[src/rtl/micro80_pkg.sv]
// Shared definitions for the Micro80 CPU to SDRAM word bridge:
// bridge state encoding, strobe idle level and controller bus widths.
package micro80_pkg;

  localparam int SDRAM_AW = 24;
  localparam int SDRAM_DW = 16;

  // Controller strobes are active-low, so "idle" is a high level.
  localparam logic STROBE_IDLE = 1'b1;

  typedef enum logic [2:0] {
    ST_INIT  = 3'd0,
    ST_IDLE  = 3'd1,
    ST_RREQ  = 3'd2,
    ST_RWAIT = 3'd3,
    ST_MERGE = 3'd4,
    ST_WREQ  = 3'd5,
    ST_WWAIT = 3'd6,
    ST_ACK   = 3'd7
  } state_t;

  function automatic logic [7:0] sel_byte(input logic [SDRAM_DW-1:0] word,
                                          input logic                hi);
    return hi ? word[15:8] : word[7:0];
  endfunction

endpackage

[src/rtl/byte_merge.sv]
// Replaces one byte lane of a 16-bit word with a new byte.
// hi_i = 1 selects the upper lane [15:8].
module byte_merge (
  input  logic [15:0] word_i,
  input  logic [7:0]  byte_i,
  input  logic        hi_i,
  output logic [15:0] word_o
);

  assign word_o = hi_i ? {byte_i, word_i[7:0]} : {word_i[15:8], byte_i};

endmodule

[src/rtl/sdram_byte_bridge.sv]
// Micro80 8-bit bus to 16-bit SDRAM controller bridge with a one-word
// read/write-through buffer and read-modify-write for byte stores.
module sdram_byte_bridge
  import micro80_pkg::*;
#(
  parameter logic [8:0] PAGE   = 9'h000,
  parameter bit         BUF_EN = 1'b1
) (
  input  logic                clk,
  input  logic                rst,
  input  logic [15:0]         cpu_addr,
  input  logic                cpu_rd,
  input  logic                cpu_wr,
  input  logic [7:0]          cpu_din,
  output logic [7:0]          cpu_dout,
  output logic                cpu_ready,
  output logic                mem_rd_n,
  output logic                mem_wr_n,
  output logic [SDRAM_AW-1:0] mem_add,
  output logic [SDRAM_DW-1:0] mem_di,
  input  logic [SDRAM_DW-1:0] mem_do,
  input  logic                mem_rdy
);

  state_t                state_q;
  logic                  arm_q;
  logic                  rmw_q;
  logic                  buf_v_q;
  logic [14:0]           buf_tag_q;
  logic [SDRAM_DW-1:0]   buf_data_q;
  logic [7:0]            cpu_dout_q;
  logic                  cpu_ready_q;
  logic                  mem_rd_n_q;
  logic                  mem_wr_n_q;
  logic [SDRAM_AW-1:0]   mem_add_q;
  logic [SDRAM_DW-1:0]   mem_di_q;

  logic [14:0]           word_sel;
  logic                  lane_hi;
  logic                  buf_hit;
  logic [SDRAM_DW-1:0]   merged_word;

  assign word_sel = cpu_addr[15:1];
  assign lane_hi  = cpu_addr[0];
  assign buf_hit  = BUF_EN && buf_v_q && (buf_tag_q == word_sel);

  // One merger serves both the write-hit path (IDLE) and MERGE, since both
  // patch the current buffer word with the CPU byte.
  byte_merge u_byte_merge (
    .word_i (buf_data_q),
    .byte_i (cpu_din),
    .hi_i   (lane_hi),
    .word_o (merged_word)
  );

  always_ff @(posedge clk or posedge rst) begin
    if (rst) begin
      state_q     <= ST_INIT;
      arm_q       <= 1'b0;
      rmw_q       <= 1'b0;
      buf_v_q     <= 1'b0;
      buf_tag_q   <= '0;
      buf_data_q  <= '0;
      cpu_dout_q  <= 8'h00;
      cpu_ready_q <= 1'b0;
      mem_rd_n_q  <= STROBE_IDLE;
      mem_wr_n_q  <= STROBE_IDLE;
      mem_add_q   <= '0;
      mem_di_q    <= '0;
    end else begin
      cpu_ready_q <= 1'b0;

      case (state_q)
        ST_INIT: begin
          if (mem_rdy) state_q <= ST_IDLE;
        end

        ST_IDLE: begin
          if (arm_q && cpu_wr) begin
            mem_add_q <= {PAGE, word_sel};
            if (buf_hit) begin
              buf_data_q <= merged_word;
              mem_di_q   <= merged_word;
              state_q    <= ST_WREQ;
            end else begin
              rmw_q   <= 1'b1;
              state_q <= ST_RREQ;
            end
          end else if (arm_q && cpu_rd) begin
            if (buf_hit) begin
              cpu_dout_q  <= sel_byte(buf_data_q, lane_hi);
              cpu_ready_q <= 1'b1;
              state_q     <= ST_ACK;
            end else begin
              rmw_q     <= 1'b0;
              mem_add_q <= {PAGE, word_sel};
              state_q   <= ST_RREQ;
            end
          end
        end

        // Only leave once our own strobe has been seen by a busy controller.
        ST_RREQ: begin
          if (!mem_rd_n_q && !mem_rdy) begin
            mem_rd_n_q <= STROBE_IDLE;
            state_q    <= ST_RWAIT;
          end else if (mem_rdy) begin
            mem_rd_n_q <= 1'b0;
          end
        end

        ST_RWAIT: begin
          if (mem_rdy) begin
            buf_data_q <= mem_do;
            buf_tag_q  <= mem_add_q[14:0];
            buf_v_q    <= 1'b1;
            if (rmw_q) begin
              state_q <= ST_MERGE;
            end else begin
              cpu_dout_q  <= sel_byte(mem_do, lane_hi);
              cpu_ready_q <= 1'b1;
              state_q     <= ST_ACK;
            end
          end
        end

        ST_MERGE: begin
          buf_data_q <= merged_word;
          mem_di_q   <= merged_word;
          state_q    <= ST_WREQ;
        end

        ST_WREQ: begin
          if (!mem_wr_n_q && !mem_rdy) begin
            mem_wr_n_q <= STROBE_IDLE;
            state_q    <= ST_WWAIT;
          end else if (mem_rdy) begin
            mem_wr_n_q <= 1'b0;
          end
        end

        ST_WWAIT: begin
          if (mem_rdy) begin
            cpu_ready_q <= 1'b1;
            state_q     <= ST_ACK;
          end
        end

        ST_ACK: begin
          arm_q   <= 1'b0;
          state_q <= ST_IDLE;
        end

        default: state_q <= ST_INIT;
      endcase

      // NOTE: this non-blocking assignment comes after the case on purpose;
      // the last NBA to arm_q wins, so an idle bus re-arms even during ACK.
      if (!cpu_rd && !cpu_wr) arm_q <= 1'b1;
    end
  end

  assign cpu_dout  = cpu_dout_q;
  assign cpu_ready = cpu_ready_q;
  assign mem_rd_n  = mem_rd_n_q;
  assign mem_wr_n  = mem_wr_n_q;
  assign mem_add   = mem_add_q;
  assign mem_di    = mem_di_q;

endmodule

[config.mk]
export PLATFORM = sky130hd
export DESIGN_NAME = sdram_byte_bridge
export DESIGN_NICKNAME = d
export VERILOG_FILES = /design/src/rtl/micro80_pkg.sv /design/src/rtl/byte_merge.sv /design/src/rtl/sdram_byte_bridge.sv
export SDC_FILE = /design/constraint.sdc
export NUM_CORES = 1
export LEC_CHECK = 0
export ABC_AREA = 0
export CELL_PAD_IN_SITES_DETAIL_PLACEMENT = 0
export CELL_PAD_IN_SITES_GLOBAL_PLACEMENT = 2
export CORE_UTILIZATION = 25
export CTS_CLUSTER_DIAMETER = 40
export DETAILED_ROUTE_END_ITERATION = 7
export HOLD_SLACK_MARGIN = 0.12
export PLACE_DENSITY_LB_ADDON = 0.12
export SYNTH_ARGS = -nofsm -noshare
export SYNTH_HDL_FRONTEND = slang
export SYNTH_SLANG_ARGS = --single-unit
[constraint.sdc]
create_clock -name clk -period 6 [get_ports clk]
set_input_delay 1.8 -clock clk [delete_from_list [all_inputs] [get_ports clk]]
set_output_delay 1.8 -clock clk [all_outputs]
set_load 0.05 [all_outputs]
==> impl_metrics.py <==
metrics = {
    "status": {
        "outcome": "finished, violations left",
        "violations": "design-rule violations",
    },
    "route": {
        "avgRoutedWirePerCell_um": 18.4,
        "via_per_inst": 4.82,
        "drt_wl_total_um": 12700,
        "dr.first_iter.drc_count": 211,
        "vias": 3336,
        "route.detailed.drc": 10,
        "dr.pass1.iters": 6,
        "ant_nets": 0,
    },
    "grt": {
        "grt_start_max_net_pins": 43,
        "grt_pass1_vias": 3417,
        "grt.total_usage_pct": 13.8,
        "overflow": 0,
        "antenna_found_initial": 0,
        "grt_pass1_wl_um": 20300,
    },
    "critical_path": {
        "cp.arrival_ps": 4080,
        "critPathKind": "in -> reg",
        "reg2reg_from": "state_q[1]",
        "worstPathMaxFanout": 16,
        "critPathLaunchType": "input pin",
        "rrSetupSlack_ps": 3340,
        "crit_path_end_kind": "flop",
        "r2r_cells": 4,
        "worstReg2RegEnd": "mem_di[12]",
        "required_ps": 6230,
    },
    "place": {
        "numPortBuffers": 86,
        "place.gp.congestion": 0.714,
        "placed_cell_area_um2": 5640,
        "dp_hpwl_um": 8560,
    },
    "floorplanning": {
        "coreArea_um2": 18100,
        "rows": 49,
        "start_util_pct": 25.6,
        "die_height_um": 138,
        "pin_count": 96,
        "die_x_um": 138,
        "dieArea_um2": 19100,
    },
    "cts": {
        "clk_latency_ps": 340,
        "cts-buffers-inserted": 9,
        "postCtsSetupRepairBufs": 0,
        "clk_pin_slew_ps": 60,
        "cts_hold_buffers": 0,
        "cts_tree": "done",
        "cts.sinks": 79,
        "cts_root_buffer": "clkbuf_16",
        "clockBufferDepth": 2,
        "htreeDepth": 3,
        "cts_resized": 0,
    },
    "hold_path": {
        "min_path_cells": 2,
        "worstHoldStart": "mem_rd_n",
        "hold_path_class": "reg -> reg",
        "hold_path_end": "mem_rd_n",
    },
    "flow_run": {
        "cap_violations": 0,
    },
    "yosys": {
        "ys_seq_area_share_pct": 42.7,
        "async_flop_share_pct": 100,
        "synth_enable_flop_cells": 0,
        "syn-cell-area_um2": 4640,
        "syn_inst": 383,
        "yosys_warnings": 0,
        "ys_types": 49,
        "syn_area_per_cell_um2": 12.1,
        "ys.flop_type": "dfrtp_1",
        "ys_ff_latch": 79,
    },
    "pwr": {
        "power_density_nw_per_um2": 582,
        "cellLeakagePower_uw": 0.00237,
        "switching_share_pct": 44.1,
        "switching_power_uw": 1520,
        "combPwrFrac_pct": 55.3,
        "p_total_uw": 3450,
        "p_seq_share_pct": 29.0,
        "clockPowerShare_pct": 15.7,
        "intPower_uw": 1930,
        "max-vdd-ir-drop_v": 0.000274,
    },
    "layout": {
        "post-route-util_pct": 32.8,
        "fin_nets": 503,
        "fin_area_um2": 5930,
        "diodes": 0,
        "fillers": 1838,
        "area_delta_synth_final_pct": 27.9,
        "drive_above_1_share_pct": 25.9,
    },
    "sta": {
        "slew_headroom_pct": 22.1,
        "fin_skew_ps": 4.52,
        "worst_slew_pin_slew_ps": 1170,
        "fmax_mhz": 260,
        "holdWs_ps": 489,
        "rsz0062_at_grt": "false",
        "finalSetupViolations": 0,
        "finalHoldViolations": 0,
        "slew_viol_final": 0,
        "fin_crit_ps": 3850,
        "period_share_pct": 64.2,
        "tns_ps": 0,
    },
}
==> critical path, stage by stage <==
cell             delay (ps)
clkdlybuf4s50_1         460
xnor2_1                 180
nand4_1                 200
nor4_4                   90
a21oi_2                 920
mux2_2                  420
==> synth_stat cells (7+ instances only) <==
master,n,area share [%]
a22oi_1,16,2.6
nand4_1,7,0.94
nand2_1,25,2.0
a2bb2oi_1,16,3.0
xnor2_1,12,2.3
buf_4,10,1.6
nand3_1,17,1.8
dfrtp_1,77,42
nor2_1,8,0.65
mux4_2,8,3.9
mux2_2,42,10
clkbuf_1,11,0.89
buf_2,9,0.97
mux2_4,28,9.1
nand3b_1,18,2.9
a22o_1,17,3.2
==> layout by cell type (no fill, tap or decap), drive strengths merged <==
cell type | netlist | layout
a22o | 17 | 17
a21o | 4 | 4
clkinv | 0 | 4
nand2 | 25 | 25
a21oi | 5 | 5
dfrtp | 77 | 77
o31a | 1 | 1
a31oi | 2 | 2
and3b | 1 | 1
nor4 | 2 | 2
nand2b | 4 | 4
o211a | 1 | 1
a22oi | 16 | 16
mux2i | 1 | 1
o41ai | 1 | 1
o31ai | 1 | 1
clkdlybuf4s50 | 0 | 86
mux2 | 70 | 70
dfstp | 2 | 2
a32o | 1 | 1
o221ai | 1 | 1
nor2 | 8 | 8
a2bb2oi | 16 | 16
nand3 | 17 | 17
and2 | 3 | 3
o21a | 2 | 2
nor3b | 1 | 1
nand4 | 8 | 8
nor3 | 2 | 2
mux4 | 8 | 8
buf | 26 | 7
clkbuf | 11 | 10
inv | 5 | 7
o32ai | 1 | 1
a311oi | 1 | 1
o21ai | 5 | 5
nand3b | 18 | 18
xnor2 | 15 | 15
conb | 1 | 9
or3b | 3 | 3
==> layout make-up <==
class	count	area, µm²	area share, %
flip-flops and latches	79	1980	33.4
multi-input cells	270	2440	41.2
repair buffers	93	913	15.4
clock inverters	6	51.3	0.865
inverters	5	20.0	0.337
well taps	229	287	4.83
clock buffers	10	239	4.03
==> kinds of logic (layout without fill, tap and decap cells) <==
kind of cell	after synthesis	in the layout	share of synthesized area [%]
buffers and inverters	42	114	5.42
other	1	9	0.0809
AO/OA/AOI/OAI	75	75	13.5
multiplexers	79	79	23.4
XOR/XNOR	15	15	3.32
AND/OR/NAND/NOR	92	92	11.7
flip-flops	79	79	42.7
==> per-layer routing <==
layer  vias to the layer above  global-route usage [%]  part of all wire [%]
met3                        10                    3.19                   4.0
met2                        89                    22.3                    48
li1                       1570                       -                     -
met5                         -                       0                     0
met4                         0                    3.90                   1.1
met1                      1667                    18.4                    47
==> sequential cells by signal, summed over array words and instances, names as in the netlist, 3 cells and up <==
signal / flops
buf_data_q: 16
buf_tag_q: 15
cpu_dout: 8
mem_add: 15
mem_di: 16
state_q: 3
==> worst max-delay path by stage <==
| stage | to | start | slack (ps) |
|---|---|---|---|
| CTS | mem_di[10] | cpu_addr[1] | 2080 |
| floorplan | arm_q | rst | 2180 |
| finish | mem_di[12] | cpu_addr[5] | 2150 |
| detailed placement | mem_di[10] | cpu_addr[1] | 1710 |
| global placement | mem_di[12] | cpu_addr[5] | 1720 |
| global route | mem_di[14] | cpu_addr[1] | 1970 |
==> metrics by stage <==
stage / worst slack [ps] / cells
floorplan: 2180 / 391
global placement: 1720 / 676
detailed placement: 1710 / 676
CTS: 2080 / 692
global route: 1970 / 692
finish: 2150 / 692
==> power groups by stage <==
stage	sequential (µW)	combinational (µW)	clock, µW
CTS	1000	1940	570
global route	1040	2040	591
finish	1000	1910	543
floorplan	1380	1050	0
detailed placement	1010	1930	0
global placement	1010	1930	0
Note: power is estimated with default switching activity, not from simulation.
